File: src/rtl/seg7_scan_decoder_if.sv
// Bus between a multiplexed 4-digit 7-segment display driver and its
// receive-side decoder. The driver side (master) produces the scanned
// an_n/seg_n lines; the decoder side (slave) returns the rebuilt value.
interface seg7_scan_decoder_if;
  logic [3:0] an_n;
  logic [6:0] seg_n;
  logic [3:0] digit_u;
  logic [3:0] digit_d;
  logic [6:0] value;
  logic       frame_valid;
  logic       seg_err;
  logic       no_signal;

  // Handshake: there is no back-pressure. frame_valid is a one-cycle strobe
  // meaning digit_u/digit_d/value were updated on this cycle; a consumer must
  // sample them while frame_valid is high or rely on them holding until the
  // next strobe. seg_err is an independent one-cycle strobe; no_signal is a level.
  modport master (
    output an_n, seg_n,
    input  digit_u, digit_d, value, frame_valid, seg_err, no_signal
  );

  modport slave (
    input  an_n, seg_n,
    output digit_u, digit_d, value, frame_valid, seg_err, no_signal
  );
endinterface

File: src/rtl/seg7_scan_decoder.sv
// Receive side of a multiplexed 4-digit 7-segment bus. Synchronizes the
// active-low enables/segments, waits for each pattern to settle, decodes the
// units and tens digits and reports the rebuilt 0..99 value once per frame.
module seg7_scan_decoder #(
  parameter int SYNC_STAGES = 2,
  parameter int SETTLE_CYC  = 16,
  parameter int TIMEOUT_CYC = 500000
) (
  input  logic               clk,
  input  logic               rst_n,
  seg7_scan_decoder_if.slave bus,
  output logic [1:0]         dbg_state
);

  localparam int SW = $clog2(SETTLE_CYC);
  localparam int TW = $clog2(TIMEOUT_CYC);
  localparam logic [SW-1:0] SETTLE_MAX = SW'(SETTLE_CYC - 1);
  localparam logic [SW-1:0] SETTLE_PRE = SW'(SETTLE_CYC - 2);
  localparam logic [TW-1:0] TO_MAX     = TW'(TIMEOUT_CYC - 1);
  localparam logic [TW-1:0] TO_PRE     = TW'(TIMEOUT_CYC - 2);

  typedef enum logic [1:0] {
    IDLE    = 2'd0,
    COLLECT = 2'd1,
    EMIT    = 2'd2
  } state_t;

  // Returns {legal, digit}. Blank (all segments off) is a legal 0 so that a
  // leading-blank tens digit still completes a frame.
  function automatic logic [4:0] decode_seg(input logic [6:0] s);
    logic [4:0] r;
    case (s)
      7'h3F:   r = {1'b1, 4'd0};
      7'h06:   r = {1'b1, 4'd1};
      7'h5B:   r = {1'b1, 4'd2};
      7'h4F:   r = {1'b1, 4'd3};
      7'h66:   r = {1'b1, 4'd4};
      7'h6D:   r = {1'b1, 4'd5};
      7'h7D:   r = {1'b1, 4'd6};
      7'h07:   r = {1'b1, 4'd7};
      7'h7F:   r = {1'b1, 4'd8};
      7'h6F:   r = {1'b1, 4'd9};
      7'h00:   r = {1'b1, 4'd0};
      default: r = {1'b0, 4'd0};
    endcase
    return r;
  endfunction

  // ---------------------------------------------------------------------
  // Input synchronizers. Reset to the idle bus (no digit enabled, blank).
  // ---------------------------------------------------------------------
  logic [SYNC_STAGES-1:0][3:0] an_sync;
  logic [SYNC_STAGES-1:0][6:0] segn_sync;

  // Shift the raw bus through the synchronizer chain.
  always_ff @(posedge clk or negedge rst_n) begin
    if (!rst_n) begin
      an_sync   <= '1;
      segn_sync <= '1;
    end else begin
      an_sync   <= {an_sync[SYNC_STAGES-2:0], bus.an_n};
      segn_sync <= {segn_sync[SYNC_STAGES-2:0], bus.seg_n};
    end
  end

  logic [3:0]  an_s;
  logic [6:0]  seg_s;
  logic [10:0] pat_cur;
  logic [10:0] pat_prev;
  logic        pat_same;

  assign an_s     = an_sync[SYNC_STAGES-1];
  assign seg_s    = ~segn_sync[SYNC_STAGES-1];
  assign pat_cur  = {an_s, seg_s};
  assign pat_same = (pat_cur == pat_prev);

  // ---------------------------------------------------------------------
  // Settle counter: restarts on any change, saturates so each dwell can
  // produce at most one capture.
  // ---------------------------------------------------------------------
  logic [SW-1:0] settle_cnt;

  // Track the previous synced pattern and how long it has been stable.
  always_ff @(posedge clk or negedge rst_n) begin
    if (!rst_n) begin
      pat_prev   <= {4'hF, 7'h00};
      settle_cnt <= '0;
    end else begin
      pat_prev <= pat_cur;
      if (!pat_same) begin
        settle_cnt <= '0;
      end else if (settle_cnt != SETTLE_MAX) begin
        settle_cnt <= settle_cnt + 1'b1;
      end
    end
  end

  // A capture fires on the edge where the counter reaches its ceiling, and
  // only for a lone units or tens enable with hundreds/thousands off.
  logic       slot_ok;
  logic       cap_v;
  logic       cap_tens;
  logic [4:0] cap_dec;

  assign slot_ok  = (an_s[3:2] == 2'b11) && (an_s[1] != an_s[0]);
  assign cap_v    = pat_same && (settle_cnt == SETTLE_PRE) && slot_ok;
  assign cap_tens = ~an_s[1];
  assign cap_dec  = decode_seg(seg_s);

  // ---------------------------------------------------------------------
  // Frame assembly FSM
  // ---------------------------------------------------------------------
  state_t        state, state_nxt;
  logic          flag_u, flag_u_nxt;
  logic          flag_d, flag_d_nxt;
  logic [3:0]    slot_u, slot_u_nxt;
  logic [3:0]    slot_d, slot_d_nxt;
  logic          pend_v, pend_v_nxt;
  logic          pend_tens, pend_tens_nxt;
  logic [4:0]    pend_dec, pend_dec_nxt;
  logic [3:0]    digit_u_q, digit_u_nxt;
  logic [3:0]    digit_d_q, digit_d_nxt;
  logic [6:0]    value_q, value_nxt;
  logic          frame_valid_q, frame_valid_nxt;
  logic          seg_err_q, seg_err_nxt;
  logic          no_signal_q, no_signal_nxt;
  logic [TW-1:0] to_cnt, to_cnt_nxt;

  logic          apply_v;
  logic          apply_tens;
  logic [4:0]    apply_dec;
  logic          complete;
  logic [3:0]    new_u;
  logic [3:0]    new_d;
  logic          to_expire;

  // Register all FSM, slot, timeout and output state.
  always_ff @(posedge clk or negedge rst_n) begin
    if (!rst_n) begin
      state         <= IDLE;
      flag_u        <= 1'b0;
      flag_d        <= 1'b0;
      slot_u        <= '0;
      slot_d        <= '0;
      pend_v        <= 1'b0;
      pend_tens     <= 1'b0;
      pend_dec      <= '0;
      digit_u_q     <= '0;
      digit_d_q     <= '0;
      value_q       <= '0;
      frame_valid_q <= 1'b0;
      seg_err_q     <= 1'b0;
      no_signal_q   <= 1'b0;
      to_cnt        <= '0;
    end else begin
      state         <= state_nxt;
      flag_u        <= flag_u_nxt;
      flag_d        <= flag_d_nxt;
      slot_u        <= slot_u_nxt;
      slot_d        <= slot_d_nxt;
      pend_v        <= pend_v_nxt;
      pend_tens     <= pend_tens_nxt;
      pend_dec      <= pend_dec_nxt;
      digit_u_q     <= digit_u_nxt;
      digit_d_q     <= digit_d_nxt;
      value_q       <= value_nxt;
      frame_valid_q <= frame_valid_nxt;
      seg_err_q     <= seg_err_nxt;
      no_signal_q   <= no_signal_nxt;
      to_cnt        <= to_cnt_nxt;
    end
  end

  // Next-state: apply captures to slots, emit frames, handle timeout.
  always_comb begin
    state_nxt       = state;
    flag_u_nxt      = flag_u;
    flag_d_nxt      = flag_d;
    slot_u_nxt      = slot_u;
    slot_d_nxt      = slot_d;
    pend_v_nxt      = 1'b0;
    pend_tens_nxt   = pend_tens;
    pend_dec_nxt    = pend_dec;
    digit_u_nxt     = digit_u_q;
    digit_d_nxt     = digit_d_q;
    value_nxt       = value_q;
    frame_valid_nxt = 1'b0;
    seg_err_nxt     = 1'b0;
    no_signal_nxt   = no_signal_q;
    to_cnt_nxt      = to_cnt;
    apply_v         = 1'b0;
    apply_tens      = 1'b0;
    apply_dec       = '0;
    complete        = 1'b0;
    new_u           = slot_u;
    new_d           = slot_d;
    to_expire       = 1'b0;

    // A parked capture goes first; a live capture is used when not emitting.
    if (pend_v) begin
      apply_v    = 1'b1;
      apply_tens = pend_tens;
      apply_dec  = pend_dec;
    end else if (cap_v && (state != EMIT)) begin
      apply_v    = 1'b1;
      apply_tens = cap_tens;
      apply_dec  = cap_dec;
    end

    // Captures that cannot be applied this cycle are parked, never dropped.
    if (cap_v && ((state == EMIT) || pend_v)) begin
      pend_v_nxt    = 1'b1;
      pend_tens_nxt = cap_tens;
      pend_dec_nxt  = cap_dec;
    end

    // Any capture, legal or not, proves the bus is alive.
    if (cap_v) begin
      to_cnt_nxt = '0;
    end else if (to_cnt != TO_MAX) begin
      to_cnt_nxt = to_cnt + 1'b1;
    end
    to_expire = !cap_v && !pend_v && (to_cnt == TO_PRE);

    case (state)
      IDLE, COLLECT: begin
        if (apply_v) begin
          if (!apply_dec[4]) begin
            seg_err_nxt = 1'b1;
            flag_u_nxt  = 1'b0;
            flag_d_nxt  = 1'b0;
          end else begin
            no_signal_nxt = 1'b0;
            state_nxt     = COLLECT;
            if (apply_tens) begin
              slot_d_nxt = apply_dec[3:0];
              flag_d_nxt = 1'b1;
              new_d      = apply_dec[3:0];
              complete   = flag_u;
            end else begin
              slot_u_nxt = apply_dec[3:0];
              flag_u_nxt = 1'b1;
              new_u      = apply_dec[3:0];
              complete   = flag_d;
            end
            if (complete) begin
              digit_u_nxt     = new_u;
              digit_d_nxt     = new_d;
              value_nxt       = {new_d, 3'b000} + {2'b00, new_d, 1'b0} + {3'b000, new_u};
              frame_valid_nxt = 1'b1;
              state_nxt       = EMIT;
            end
          end
        end
      end
      EMIT: begin
        flag_u_nxt = 1'b0;
        flag_d_nxt = 1'b0;
        state_nxt  = COLLECT;
      end
      default: begin
        flag_u_nxt = 1'b0;
        flag_d_nxt = 1'b0;
        state_nxt  = IDLE;
      end
    endcase

    // Silence on the bus drops back to IDLE; the last frame stays visible.
    if (to_expire) begin
      no_signal_nxt = 1'b1;
      state_nxt     = IDLE;
      flag_u_nxt    = 1'b0;
      flag_d_nxt    = 1'b0;
    end
  end

  assign bus.digit_u     = digit_u_q;
  assign bus.digit_d     = digit_d_q;
  assign bus.value       = value_q;
  assign bus.frame_valid = frame_valid_q;
  assign bus.seg_err     = seg_err_q;
  assign bus.no_signal   = no_signal_q;
  assign dbg_state       = state;

endmodule

File: src/flat_wrapper.sv
// flat-port wrapper written by rule: the top's interface ports become plain ports
module seg7_scan_decoder_flat 
#(
  parameter int SYNC_STAGES = 2,
  parameter int SETTLE_CYC  = 16,
  parameter int TIMEOUT_CYC = 500000
)
  (clk, rst_n, dbg_state, bus_an_n, bus_seg_n, bus_digit_u, bus_digit_d, bus_value, bus_frame_valid, bus_seg_err, bus_no_signal);
  seg7_scan_decoder_if bus_i ();
  input  logic clk;
  input  logic rst_n;
  output logic [1:0] dbg_state;
  input wire logic [$bits(bus_i.an_n)-1:0] bus_an_n;
  input wire logic [$bits(bus_i.seg_n)-1:0] bus_seg_n;
  output wire logic [$bits(bus_i.digit_u)-1:0] bus_digit_u;
  output wire logic [$bits(bus_i.digit_d)-1:0] bus_digit_d;
  output wire logic [$bits(bus_i.value)-1:0] bus_value;
  output wire logic [$bits(bus_i.frame_valid)-1:0] bus_frame_valid;
  output wire logic [$bits(bus_i.seg_err)-1:0] bus_seg_err;
  output wire logic [$bits(bus_i.no_signal)-1:0] bus_no_signal;
  assign bus_i.an_n = bus_an_n;
  assign bus_i.seg_n = bus_seg_n;
  assign bus_digit_u = bus_i.digit_u;
  assign bus_digit_d = bus_i.digit_d;
  assign bus_value = bus_i.value;
  assign bus_frame_valid = bus_i.frame_valid;
  assign bus_seg_err = bus_i.seg_err;
  assign bus_no_signal = bus_i.no_signal;
  seg7_scan_decoder #(.SYNC_STAGES(SYNC_STAGES), .SETTLE_CYC(SETTLE_CYC), .TIMEOUT_CYC(TIMEOUT_CYC)) u_core (.clk(clk), .rst_n(rst_n), .bus(bus_i), .dbg_state(dbg_state));
endmodule
File: config.mk
export PLATFORM = sky130hd
export DESIGN_NAME = seg7_scan_decoder_flat
export DESIGN_NICKNAME = d
export VERILOG_FILES = /design/src/rtl/seg7_scan_decoder_if.sv /design/src/rtl/seg7_scan_decoder.sv /design/src/flat_wrapper.sv
export SDC_FILE = /design/constraint.sdc
export NUM_CORES = 1
export LEC_CHECK = 0
export ABC_CLOCK_PERIOD_IN_PS = 7600
export BUFFER_PORTS_ARGS = -buffer_cell sky130_fd_sc_hd__buf_2
export CAP_MARGIN = 20
export CORE_ASPECT_RATIO = 1.1
export CORE_UTILIZATION = 50
export DETAILED_ROUTE_END_ITERATION = 6
export PLACE_DENSITY = 0.68
export SLEW_MARGIN = 20
export SYNTH_ARGS = -nofsm -noshare
export SYNTH_HDL_FRONTEND = slang
export SYNTH_SLANG_ARGS = --single-unit
File: constraint.sdc
create_clock -name clk -period 7.6 [get_ports clk]
set_input_delay 1.52 -clock clk [delete_from_list [all_inputs] [get_ports clk]]
set_output_delay 1.52 -clock clk [all_outputs]
set_load 0.01 [all_outputs]
After elaboration in Yosys (flattened, before gate mapping)
Cells that the tools add are included.
{"block": "word_totals", "ff_bits": 93, "latch_bits": 0, "ramBits": 0, "rom_bits": 0, "input_bits": 13, "output_inout_bits": 20, "memories": 0}
{"block": "op_classes", "n_addsub": 4, "mul": 0, "div_mod_pow": 0, "n_lt_le_gt_ge": 0, "n_eq_ne": 25, "n_shift": 0, "n_mux": 50, "n_bitwise": 2, "reduce_logical": 24}
{"op": "case mux 5 bit (10 select lines)", "n": 1}
{"op": "== test 7 bit (second input constant)", "n": 7}
{"op": "two-way mux 4 bit", "n": 10}
{"op": "two-way mux 19 bit", "n": 2}
{"op": "two-way mux 1 bit", "n": 30}
{"op": "adder 19 x 1 -> 19 bit (second input constant)", "n": 1}
{"op": "== test 19 bit (second input constant)", "n": 1}
{"op": "inequality test 19 bit (second input constant)", "n": 1}
{"op": "== test 7 x 3 -> 1 bit (second input constant)", "n": 2}
{"op": "== test 11 bit", "n": 1}
{"op": "two-way mux 5 bit", "n": 2}
{"op": "two-way mux 2 bit", "n": 4}
{"op": "inequality test 4 bit (second input constant)", "n": 2}
{"op": "nonzero test 2 bit", "n": 4}
{"op": "adder 7 x 4 -> 7 bit", "n": 1}
{"op": "adder 7 x 5 -> 7 bit", "n": 1}
{"op": "== test 7 x 6 -> 1 bit (second input constant)", "n": 1}
{"op": "logical AND 1 bit", "n": 7}
{"op": "zero test 7 bit", "n": 1}
{"op": "inverter 7 bit", "n": 1}
{"op": "inequality test 3 x 1 -> 1 bit (second input constant)", "n": 2}
{"op": "AND reduction 2 bit", "n": 3}
{"op": "AND reduction 3 bit", "n": 2}
{"op": "adder 4 x 1 -> 4 bit (second input constant)", "n": 1}
{"op": "13 further kinds", "n": 17}

Depth between registers and ports, before layout
Gate-level depths: netlist (run 1).
{"block": "logic_depth", "depth_word": 16, "mapped_depth": 18, "ltp_nobuf": 17}

Least setup slack after synthesis (run 1)
No wires, ideal clock.
{"block": "synth_timing", "path_type": "register to register", "start": "reg u_core.an_sync, in the netlist u_core.an_s[1]", "end": "reg u_core.value_q[6], in the netlist u_core.bus.value[6]", "arrival_time_ps": 3591, "path_slack_ps": 3884, "stages_incl_launch_ff": 16, "synth_period_minus_slack_ps": 3716, "path_cell_list": "dfstp_2 -> buf_2 -> xor2_1 -> nor4_2 -> nand4_2 -> o31ai_2 -> buf_2 -> a21oi_1 -> fa_1 -> inv_1 -> fa_1 -> inv_1 -> a21o_1 -> a21oi_1 -> xnor2_1 -> mux2_2"}
{"block": "synth_via", "elab_chain_len": 12, "word_cells_on_any_way": 28, "cone_classes": "2 x add/sub; 2 x eq/ne; 18 x mux; 1 x bitwise; 5 x reduce/logical"}
{"item": "from (decl)", "line": "seg7_scan_decoder.sv:52", "source": "logic [SYNC_STAGES-1:0][3:0] an_sync;"}
{"item": "from (signal assigned)", "line": "seg7_scan_decoder.sv:61", "source": "an_sync <= {an_sync[SYNC_STAGES-2:0], bus.an_n};"}
{"item": "== test 11 bit or inequality test 1 bit (tied branches)", "line": "seg7_scan_decoder.sv:75, seg7_scan_decoder.sv:105"}
{"item": "logical AND 1 bit, on equally long branches", "line": "seg7_scan_decoder.sv:106, seg7_scan_decoder.sv:105"}
{"item": "logical AND 1 bit", "line": "seg7_scan_decoder.sv:106", "source": "assign cap_v = pat_same && (settle_cnt == SETTLE_PRE) && slot_ok;"}
{"item": "logical AND 1 bit", "line": "seg7_scan_decoder.sv:204", "source": "end else if (cap_v && (state != EMIT)) begin"}
{"item": "two-way mux 5 bit or two-way mux 1 bit (tied branches)", "line": "seg7_scan_decoder.sv:204"}
{"item": "two-way mux 5 bit or two-way mux 1 bit (tied branches)", "line": "seg7_scan_decoder.sv:200", "source": "if (pend_v) begin"}
{"item": "two-way mux 4 bit"}
{"item": "two-way mux 4 bit", "line": "seg7_scan_decoder.sv:228", "source": "if (!apply_dec[4]) begin"}
{"item": "two-way mux 4 bit", "line": "seg7_scan_decoder.sv:227", "source": "if (apply_v) begin"}
{"item": "two-way mux 4 bit", "line": "seg7_scan_decoder.sv:225", "source": "case (state)"}
{"item": "adder 7 x 5 -> 7 bit", "line": "seg7_scan_decoder.sv:249", "source": "value_nxt = {new_d, 3'b000} + {2'b00, new_d, 1'b0} + {3'b000, new_u};"}
{"item": "adder 7 x 4 -> 7 bit", "line": "seg7_scan_decoder.sv:249"}
{"item": "to (signal assigned)", "line": "seg7_scan_decoder.sv:166", "source": "value_q <= value_nxt;"}
{"item": "to (decl)", "line": "seg7_scan_decoder.sv:123", "source": "logic [6:0] value_q, value_nxt;"}
Parallel ways exist; a longest one is shown, timed or not. The select of a mux whose other input is x is not followed.
A chain may end at the register's enable or synchronous reset.

Worst setup path in the final report (run 1)
{"block": "layout_timing", "start": "reg u_core.segn_sync[12] in the netlist's numbering", "end": "reg u_core.value_q[6], in the netlist u_core.bus.value[6]"}
{"block": "layout_via", "elab_chain_len": 13, "word_cells_on_any_way": 39, "cone_classes": "2 x add/sub; 11 x eq/ne; 19 x mux; 1 x bitwise; 6 x reduce/logical"}
{"item": "from (decl)", "line": "seg7_scan_decoder.sv:53", "source": "logic [SYNC_STAGES-1:0][6:0] segn_sync;"}
{"item": "from (signal assigned)", "line": "seg7_scan_decoder.sv:62", "source": "segn_sync <= {segn_sync[SYNC_STAGES-2:0], bus.seg_n};"}
{"item": "inverter 7 bit *", "line": "seg7_scan_decoder.sv:73", "source": "assign seg_s = ~segn_sync[SYNC_STAGES-1];"}
{"item": "parallel branches: the longest is 12 deep, another holds adder 7 x 5 -> 7 bit"}
Mark *: on every way between the ends. The select of a mux whose other input is x is not followed.

==> run_results.csv, run 1 <==
group,metric,value,unit
setup_path,crit_family,"compound AO/OA/AOI/OAI gates",
setup_path,rr_worst_depth,13,
placement,hpwl,5.17,mm
die,num_rows,35,
timing,hold_ws,0.357,ns
setup_path,rr_startpoint,"u_core.segn_sync[12]$_DFF_PN1_",
global_routing,grt_pass1_vias,2681,
clocking,cts_buffer_depth,2,
timing,min_period_over_period,0.554,
drt,drtIter0Drc,82,
die,die_h,99.2,um
cells_and_area,layout_common_cells,"66 x dfrtp_1, 31 x buf_2, 30 x nor2_1",
clocking,numCtsBuffers,9,
clocking,cts_setup_buffers,0,
die,start_util,0.514,
yosys,synth_nets,387,
setup_path,timing.critical_path.from_type,"flip-flop",
yosys,syn_inst,361,
setup_path,end_kind,"flip-flop",
setup_path,crit_cells,13,
setup_path,timing.rr.end,"u_core.bus.value[6]$_DFFE_PN0P_",
clocking,clk_latency,0.37,ns
clocking,holdBufCountCts,0,
die,core_area,8360,sq um
timing,max_slew_margin,0.434,
clocking,clock-root-buffer,"clkbuf_8",
drt,wirelength,7.23,mm
setup_path,rrSetupSlack,3.39,ns
setup_path,cp.arrival,4.46,ns
cells_and_area,num-nets-final,417,
timing,worstMarginPinSlew,0.846,ns
timing,period_minus_slack,4.21,ns
timing,setup-tns-final,0,ns
setup_path,critical_path_buf_inv_count,2,
global_routing,overflow,0,
setup_path,crit_path_max_incr_delay,0.74,ns
timing,drv_slew,0,
timing,fin_worst_skew,0.0178,ns
setup_path,required,7.85,ns
yosys,synth_top_area_share,0.385,
setup_path,path_cells,"xnor2_1 -> nor4_4 -> nand4_2 -> o31ai_2 -> a21oi_1 -> fa_1 -> inv_1 -> fa_1 -> inv_1 -> a21o_1 -> a21oi_1 -> xnor2_1 -> mux2_2",
drt,vias_per_cell,5.31,
setup_path,worstPathMaxFanout,14,
clocking,htreeDepth,3,
drt,drtPass1Iterations,4,
power,vdd_drop_max,0.0000904,V
drt,vias,2693,
clocking,clk_pin_slew_worst_paths,0.09,ns
clocking,cts_sinks,92,
global_routing,antenna_found_initial,0,
cells_and_area,final_common_cell,"dfrtp_1",
yosys,ys_types,57,
global_routing,grt_pass1_wl,12.6,mm
min_path,hold_class,"reg2reg",
cells_and_area,syn2layout_area_growth,9.15,%
yosys,synth_area_leader_cell,"dfrtp_1",
timing,fmax,238,MHz
die,io_pins,33,
timing,finalHoldViolCount,0,
clocking,cts_tree,"built",
setup_path,crit_start,"u_core.segn_sync[12]$_DFF_PN1_",
yosys,synth_area_leaders,"dfrtp_1 38%, dfstp_2 16%, mux2_2 4.5%, ha_1 3.2%, xor2_1 3.1%",
yosys,synth_warnings,0,
clocking,cts_resized,0,
die,die_area,8970,sq um
yosys,seq_area_frac_synth,0.544,
placement,gp_congestion,0.893,
yosys,synth_seq_cells,92,
drt,post-route-drc-count,0,
run_status,status,"finished, final reports clean",
setup_path,endpoint,"u_core.bus.value[6]$_DFFE_PN0P_",
setup_path,critPathKind,"reg2reg",
drt,wl_per_cell,14.3,um
yosys,syn_area,4300,sq um
yosys,syn_avg_cell_area,11.9,sq um
power,power.density,179,nW/um^2
cells_and_area,diodes,0,
die,chipWidth,90.4,um
timing,setup_viol,0,
cells_and_area,drive_gt1_frac,0.293,
global_routing,grt_usage,0.178,
power,p_leak,2.18,nW
setup_path,slowest_stage,"o31ai_2",
timing,rsz0062_at_grt,"false",
global_routing,grt_max_degree,71,
flow_run,max_cap_violations,0,
placement,port_buffers,32,
drt,drtAntennaViolNets,0,
cells_and_area,fillers,715,
## per-layer routing
layer  share of wire  up-vias  GRT usage
met5               0        -          0
met4           0.017        0     0.0819
met3           0.033       12     0.0482
met2            0.49       55      0.288
met1            0.46     1316      0.225
li1                -     1310          -
## final cells by class
class,count,area [sq um],area share
sequential,92,2330,0.498
clock inverter,5,37.5,0.00801
inverter,17,63.8,0.0136
timing repair buffer,34,178,0.0379
multi-input combinational,237,1790,0.383
tap,111,139,0.0296
clock buffer,11,141,0.0302
## state kept, by name (all words and copies together), names as in the netlist, 2 cells and up
name	count
u_core.bus.value	7
u_core.pend_dec	5
u_core.an_s	4
u_core.an_sync	4
u_core.settle_cnt	4
u_core.segn_sync	14
u_core.slot_u	4
u_core.bus.digit_u	3
u_core.bus.digit_d	4
u_core.slot_d	4
u_core.to_cnt	19
u_core.dbg_state	2
u_core.pat_prev	11
## worst min path at each step
stage | cells after the start | to | slack, ns | from
2_1_floorplan | 0 | u_core.an_s[0]$_DFF_PN1_ | 0.35 | u_core.an_sync[0]$_DFF_PN1_
3_3_place_gp | 0 | u_core.segn_sync[12]$_DFF_PN1_ | 0.35 | u_core.segn_sync[5]$_DFF_PN1_
3_5_place_dp | 0 | u_core.segn_sync[10]$_DFF_PN1_ | 0.35 | u_core.segn_sync[3]$_DFF_PN1_
4_1_cts | 0 | u_core.segn_sync[11]$_DFF_PN1_ | 0.36 | u_core.segn_sync[4]$_DFF_PN1_
5_1_grt | 0 | u_core.segn_sync[11]$_DFF_PN1_ | 0.36 | u_core.segn_sync[4]$_DFF_PN1_
6_report | 0 | u_core.segn_sync[11]$_DFF_PN1_ | 0.36 | u_core.segn_sync[4]$_DFF_PN1_
## Yosys cell counts (all sizes together)
library cell and count:
a31oi 2, nand3b 1, o22ai 1, nor2 31
o211ai 1, nand4 7, nor4 6, mux2 25
and4b 1, or3b 1, and4 3, xor2 15
nand3 8, o21bai 1, nand2 29, fa 2
buf 12, a21oi 15, a21o 4, o31ai 1
dfstp 26, mux2i 4, nor4b 2, a22oi 3
nor3b 2, nor2b 1, a2bb2oi 1, nor4bb 1
xnor2 14, o41ai 1, or3 5, and3 7
nand2b 5, nor3 8, o21ai 9, ha 11
o31a 2, inv 17, dfrtp 66, a2111oi 3
a211oi 4, clkbuf 3
## per-stage QoR
stage	utilization	total power, mW	cell area, sq um	cells	setup WS, ns
finish	0.561	0.841	4690	507	3.39
global placement	0.539	0.550	4510	491	3.48
floorplan	-	0.535	4300	361	3.88
global route	0.561	0.878	4690	507	3.05
detailed placement	0.539	0.551	4510	491	3.39
CTS	0.561	0.852	4690	507	3.38
## where the power goes
part,total (mW),internal [mW],switching (mW)
Clock,0.300,0.128,0.172
Combinational,0.0284,0.00985,0.0185
Sequential,0.512,0.504,0.00846
Total,0.841,0.642,0.199
## logic make-up after synthesis
logic type,count (synthesis),share of synthesized area
and+or+nand+nor,118,0.152
DFF,92,0.544
AOI/OAI and AO/OA,48,0.0792
buffers and inverters,32,0.0402
xor gates and xnor gates,29,0.0591
muxes,29,0.0848
adders and majority gates,13,0.0414
No activity file was read; power rests on OpenSTA's default activity.
==> inputs of run 2 (changes only) <==
Settings changed: ABC_AREA set to 1, ABC_CLOCK_PERIOD_IN_PS 7600 to 4320.
Clock period 7.6 ns to 4.32 ns, I/O delays scaled along.
==> run 2 against run 1 <==
Compared with the run above:
- non-clock buffer count down 1
- critical endpoint unchanged
- largest power group unchanged
- design area up 4.1%
- first-iteration DRC count up 59%
==> run_results.csv, run 2 <==
group,metric,value,unit
global_routing,grt_usage,0.203,
clocking,numCtsBuffers,9,
yosys,ys_types,41,
global_routing,grt_pass1_wl,14.7,mm
yosys,synth_area_leaders,"dfrtp_1 38%, dfstp_2 16%, nand2_1 13%, inv_1 5.0%, ha_1 3.1%",
cells_and_area,largest_reg_flops,19,
yosys,seq_area_frac_synth,0.532,
global_routing,overflow,0,
drt,post-route-drc-count,0,
timing,min_period_over_period,0.834,
min_path,hold_class,"reg2reg",
setup_path,worstPathMaxFanout,12,
timing,drv_slew,0,
yosys,syn_area,4390,sq um
yosys,syn_inst,500,
cells_and_area,biggestRegsByFlops,"u_core.to_cnt x19, u_core.segn_sync x14, u_core.pat_prev x11",
die,core_area,8450,sq um
yosys,synth_area_leader_cell,"dfrtp_1",
cells_and_area,diodes,0,
placement,gp_congestion,0.909,
global_routing,grt_pass1_vias,3348,
cells_and_area,num-nets-final,563,
global_routing,grt_max_degree,69,
clocking,cts_buffer_depth,2,
yosys,synthTopCellsByCount,"156 x nand2_1, 66 x dfrtp_1, 59 x inv_1, 36 x nor2_1, 26 x dfstp_2",
timing,setup_viol,0,
global_routing,antenna_found_initial,0,
setup_path,cp.arrival,3.91,ns
drt,vias_per_cell,5.08,
placement,dp.cells,637,
placement,hpwl,5.89,mm
yosys,synth_top_area_share,0.376,
flow_run,max_cap_violations,0,
cells_and_area,final_common_cell,"nand2_1",
yosys,synth_nets,526,
setup_path,end_kind,"flip-flop",
yosys,synth_edf_count,0,
drt,wl_per_cell,12.4,um
timing,period_minus_slack,3.60,ns
timing,setup-tns-final,0,ns
placement,port_buffers,32,
clocking,cts_resized,0,
yosys,synth_seq_cells,92,
die,die_area,9160,sq um
yosys,synthMostInstantiatedCell,"nand2_1",
cells_and_area,syn2layout_area_growth,11.2,%
cells_and_area,fin_cells,653,
power,power.density,334,nW/um^2
die,die_h,100,um
cells_and_area,drive_gt1_frac,0.185,
drt,drtAntennaViolNets,0,
setup_path,critPathKind,"reg2reg",
timing,fin_worst_skew,0.0130,ns
timing,finalHoldViolCount,0,
clocking,cts_setup_buffers,0,
timing,fmax,277,MHz
drt,wirelength,8.07,mm
timing,worstMarginPinSlew,0.830,ns
drt,drtPass1Iterations,4,
clocking,clock-root-buffer,"clkbuf_8",
cells_and_area,utilization,0.578,
run_status,status,"finished, final reports clean",
clocking,cts_sinks,92,
clocking,htreeDepth,3,
die,io_pins,33,
yosys,syn_avg_cell_area,8.78,sq um
die,chipWidth,91.4,um
timing,max_slew_margin,0.447,
die,num_rows,35,
setup_path,required,4.63,ns
yosys,ys_async_sr_fraction,1.00,
yosys,synth-main-ff-cell,"dfrtp_1",
power,vdd_drop_max,0.000201,V
die,start_util,0.520,
cells_and_area,regMostFlops,"u_core.to_cnt",
power,p_leak,2.61,nW
setup_path,timing.critical_path.from_type,"flip-flop",
cells_and_area,layout_common_cells,"156 x nand2_1, 66 x dfrtp_1, 59 x inv_1",
clocking,clk_latency,0.36,ns
clocking,clk_pin_slew_worst_paths,0.09,ns
clocking,holdBufCountCts,0,
timing,rsz0062_at_grt,"false",
yosys,synth_warnings,0,
drt,vias,3317,
clocking,cts_tree,"built",
drt,drtIter0Drc,130,
run 2: changes by cell type in the layout (fill, tap and decap cells not counted), sizes merged, moves of 4 or more:
cell / delta
nor2: +11
xor2: -9
and3: -7
or3: -5
mux2i: -4
o21ai: +17
nand3: +16
inv: +52
nor3: +7
xnor2: -9
nand2: +132
mux2: -25
nand2b: -5
nor4: -5
run 2: layout make-up:
class                   count  area [sq um]
clock buffers              10           149
inverters                  67           256
flip-flops and latches     92          2330
clock inverters             6          91.3
well taps                 111           139
fillers                   751          3570
multi-input cells         334          1740
repair buffers             33           170
run 2: cells by family (layout without fill, tap and decap cells):
| group | count (synthesis) | after routing | synth area share |
|---|---|---|---|
| xor+xnor | 11 | 11 | 0.0219 |
| fa+ha+maj | 13 | 13 | 0.0405 |
| compound gates | 57 | 57 | 0.0735 |
| flops | 92 | 92 | 0.532 |
| buf+inv | 74 | 116 | 0.0718 |
| simple gates | 253 | 253 | 0.261 |
run 2: layer usage:
layer / up-vias / wire length [um] / global-route usage
met4: 0 / 159 / 0.0855
met3: 13 / 284 / 0.0371
met1: 1580 / 3570 / 0.244
met2: 64 / 4060 / 0.361
met5: - / 0 / 0
li1: 1660 / - / -
run 2: per-stage QoR:
step / total power [mW] / worst slack, ns / hold WS [ns] / cell area [sq um]
finish: 1.63 / 0.715 / 0.359 / 4880
global route: 1.69 / 0.344 / 0.364 / 4880
CTS: 1.66 / 0.692 / 0.360 / 4880
detailed placement: 0.970 / 0.736 / 0.347 / 4640
global placement: 0.968 / 0.789 / 0.346 / 4640
floorplan: 0.938 / 1.29 / 0.345 / 4390
run 2: worst paths after layout:
kind                                                     start                         endpoint  slack, ns  cells after the start
worst max-delay path            u_core.segn_sync[10]$_DFF_PN1_  u_core.bus.value[6]$_DFFE_PN0P_       0.72                     21
max in group asynchronous                                rst_n    u_core.to_cnt[13]$_DFFE_PN0P_       2.85                      2
worst min-delay path             u_core.segn_sync[4]$_DFF_PN1_   u_core.segn_sync[11]$_DFF_PN1_       0.36                      0
worst max register to register  u_core.segn_sync[10]$_DFF_PN1_  u_core.bus.value[6]$_DFFE_PN0P_       0.72                     21
min in group asynchronous                                rst_n        u_core.flag_d$_DFFE_PN0P_       0.60                      1
worst min register to register   u_core.segn_sync[4]$_DFF_PN1_   u_core.segn_sync[11]$_DFF_PN1_       0.36                      0
run 2: critical path, stage by stage, from the launching register on:
cell     delay [ns]
dfstp_2        0.57
nor2_1         0.05
nor2_1         0.15
nand2_1        0.06
nor2_1         0.08
nand2_1        0.07
nor2_2         0.14
nand4_2        0.18
nand2_2        0.25
inv_1          0.18
nand2_1        0.09
o21ai_1        0.14
fa_1           0.60
inv_1          0.07
fa_1           0.45
inv_1          0.07
a31oi_1        0.09
inv_1          0.07
nand3_1        0.07
nand2_1        0.07
nand2_1        0.04
nand2_1        0.05
run 2: power by group:
part / switching [mW] / leakage [nW] / internal [mW]
sequential: 0.0117 / 1.17 / 0.886
clock: 0.313 / 0.122 / 0.365
combinational: 0.0376 / 1.32 / 0.0164
total: 0.362 / 2.61 / 1.27
==> inputs of run 3 (changes only) <==
Settings changed: ABC_CLOCK_PERIOD_IN_PS 4320 to 3200, PLACE_DENSITY 0.68 to 0.71.
Clock period 4.32 ns to 3.2 ns, I/O delays scaled along.
==> run 3 against run 2 <==
Compared with the run above:
- wire length grew 5.6%
- fmax grew 14%
- clock power grew 18%
- first-iteration DRC count shrank 21%
- setup slack lost 0.67 ns
- count of clock-buffer cells in the layout shrank 1
- largest cell class unchanged
- clock skew shrank 0.0053 ns
- power grew 29%
- critical endpoint unchanged
- flip-flop and latch count is the same
- global-route usage grew 0.21 points
- worst hold slack lost 0.074 ns
- critical path depth is the same
==> run_results.csv, run 3 (synthesized netlist as in run 2, its figures left out) <==
group,metric,value,unit
setup_path,rrSetupSlack,0.04,ns
cells_and_area,biggestRegsByFlops,"u_core.to_cnt x19, u_core.segn_sync x14, u_core.pat_prev x11",
setup_path,rr_startpoint,"u_core.segn_sync[9]$_DFF_PN1_",
timing,fin_worst_skew,0.00769,ns
power,p_leak,2.72,nW
global_routing,use_met3,0.0333,
setup_path,timing.critical_path.from_type,"flip-flop",
cells_and_area,fillers,698,
cells_and_area,regMostFlops,"u_core.to_cnt",
clocking,clk_latency,0.36,ns
die,num_rows,35,
setup_path,cp.arrival,3.42,ns
die,io_pins,33,
die,chipWidth,91.4,um
power,p_comb_frac,0.040,
global_routing,grt_max_degree,83,
drt,wirelength,8.52,mm
global_routing,grt_pass1_wl,14.9,mm
cells_and_area,register_area,2330,sq um
setup_path,timing.rr.end,"u_core.bus.value[6]$_DFFE_PN0P_",
setup_path,worstPathMaxFanout,6,
clocking,holdBufCountCts,0,
cells_and_area,largest_reg_flops,19,
clocking,cts_sinks,92,
timing,setup_viol,0,
power,vdd_drop_max,0.000348,V
placement,hpwl,6.06,mm
power,power.density,409,nW/um^2
power,p_total,2.10,mW
clocking,cts_tree,"built",
global_routing,grt_pass1_vias,3415,
power,seqPwrFrac,0.577,
timing,min_period_over_period,0.987,
power,net-switching-power,502,uW
die,die_h,100,um
power,intPower,1.60,mW
drt,vias,3421,
drt,vias_per_cell,5.07,
placement,gp_congestion,0.854,
setup_path,end_kind,"flip-flop",
cells_and_area,diodes,0,
placement,port_buffers,32,
cells_and_area,postLayoutCellArea,5130,sq um
cells_and_area,fin_cells,675,
timing,fmax,317,MHz
power,p_sw_frac,0.239,
cells_and_area,num-nets-final,585,
die,core_area,8450,sq um
cells_and_area,layout_common_cells,"151 x nand2_1, 66 x dfrtp_1, 55 x inv_1",
drt,drtIter0Drc,103,
min_path,hold_class,"in2async",
timing,period_minus_slack,3.16,ns
setup_path,rr_worst_depth,21,
setup_path,crit_start,"u_core.segn_sync[9]$_DFF_PN1_",
global_routing,grt_use_met2,0.346,
clocking,clock-root-buffer,"clkbuf_8",
setup_path,required,3.46,ns
power,power_frac_clock,0.383,
placement,postPlaceCellArea,4720,sq um
timing,setup-tns-final,0,ns
global_routing,gr-usage-met1,0.252,
timing,worstMarginPinSlew,0.745,ns
drt,post-route-drc-count,0,
global_routing,grt_usage,0.206,
drt,drtAntennaViolNets,0,
timing,drv_slew,0,
timing,max_slew_margin,0.503,
setup_path,critPathKind,"reg2reg",
global_routing,top_usage_layer,"met2",
timing,hold_ws,0.285,ns
clocking,clk_pin_slew_worst_paths,0.10,ns
clocking,htreeDepth,3,
cells_and_area,final_common_cell,"nand2_1",
cells_and_area,syn2layout_area_growth,16.8,%
die,start_util,0.520,
run_status,status,"finished, final reports clean",
cells_and_area,drive_gt1_frac,0.254,
flow_run,max_cap_violations,0,
die,die_area,9160,sq um
global_routing,overflow,0,
clocking,cts_buffer_depth,2,
global_routing,antenna_found_initial,0,
clocking,numCtsBuffers,9,
placement,dp.cells,648,
drt,drtPass1Iterations,4,
drt,wl_per_cell,12.6,um
timing,rsz0062_at_grt,"true",
cells_and_area,multi_input_area,1850,sq um
timing,finalHoldViolCount,0,
## run 3: cell count changes in the layout (fill, tap and decap cells not counted), moves of 4 or more
| cell | previous run | this run |
|---|---|---|
| o21ai_1 | 9 | 5 |
| o21ai_2 | 0 | 4 |
| inv_2 | 6 | 10 |
| buf_4 | 2 | 20 |
| buf_6 | 0 | 4 |
| inv_1 | 59 | 55 |
| nand2_1 | 156 | 151 |
## run 3: power groups by stage
stage,Sequential [mW],Combinational [mW],Clock [mW]
after CTS,1.21,0.0804,0.827
after detailed placement,1.23,0.0766,0
after global placement,1.23,0.0750,0
after floorplan,1.23,0.0361,0
final,1.21,0.0839,0.803
after global routing,1.22,0.0968,0.877
## run 3: stage by stage
step	setup slack (ns)	utilization
after global routing	-0.133	0.607
after detailed placement	-0.0673	0.559
after CTS	0.00182	0.589
after global placement	0.0627	0.559
final	0.0418	0.607
after floorplan	0.165	-
## run 3: what timing repair did
item,CTS,global route
pin swaps,2,19
resized for setup,4,25
setup endpoints to repair,2,4
buffers inserted,4,7
## run 3: layout make-up
| cell class | instances | area share |
|---|---|---|
| inverter | 67 | 0.0500 |
| clock inverter | 7 | 0.0154 |
| multi-input combinational | 334 | 0.360 |
| tap | 111 | 0.0271 |
| sequential | 92 | 0.455 |
| clock buffer | 9 | 0.0241 |
| timing repair buffer | 55 | 0.0683 |
## run 3: worst max-delay path, stage by stage, from the launching register on
cell and delay, ns:
dfstp_2 0.58, xor2_1 0.18, nand2_1 0.13, inv_1 0.07, nand2_1 0.06, nor2_2 0.14, nand4_2 0.15, nand2_2 0.12
buf_6 0.12, buf_6 0.12, nand2_2 0.06, o21ai_2 0.09, fa_1 0.49, inv_2 0.08, fa_2 0.21, inv_2 0.05
a31oi_4 0.16, inv_1 0.06, nand3_1 0.06, nand2_1 0.05, nand2_1 0.05, nand2_1 0.05
## run 3: layer usage
| layer | vias up | share of wire |
|---|---|---|
| met5 | - | 0 |
| met3 | 31 | 0.030 |
| met2 | 64 | 0.51 |
| li1 | 1710 | - |
| met1 | 1616 | 0.43 |
| met4 | 0 | 0.036 |
## run 3: how the worst max path moves through the flow
stage,endpoint,cells past startpoint
after global routing,u_core.bus.value[6]$_DFFE_PN0P_,22
after floorplan,u_core.bus.value[6]$_DFFE_PN0P_,21
after global placement,u_core.bus.value[6]$_DFFE_PN0P_,20
after CTS,u_core.bus.value[6]$_DFFE_PN0P_,23
final,u_core.bus.value[6]$_DFFE_PN0P_,21
after detailed placement,u_core.bus.value[6]$_DFFE_PN0P_,21
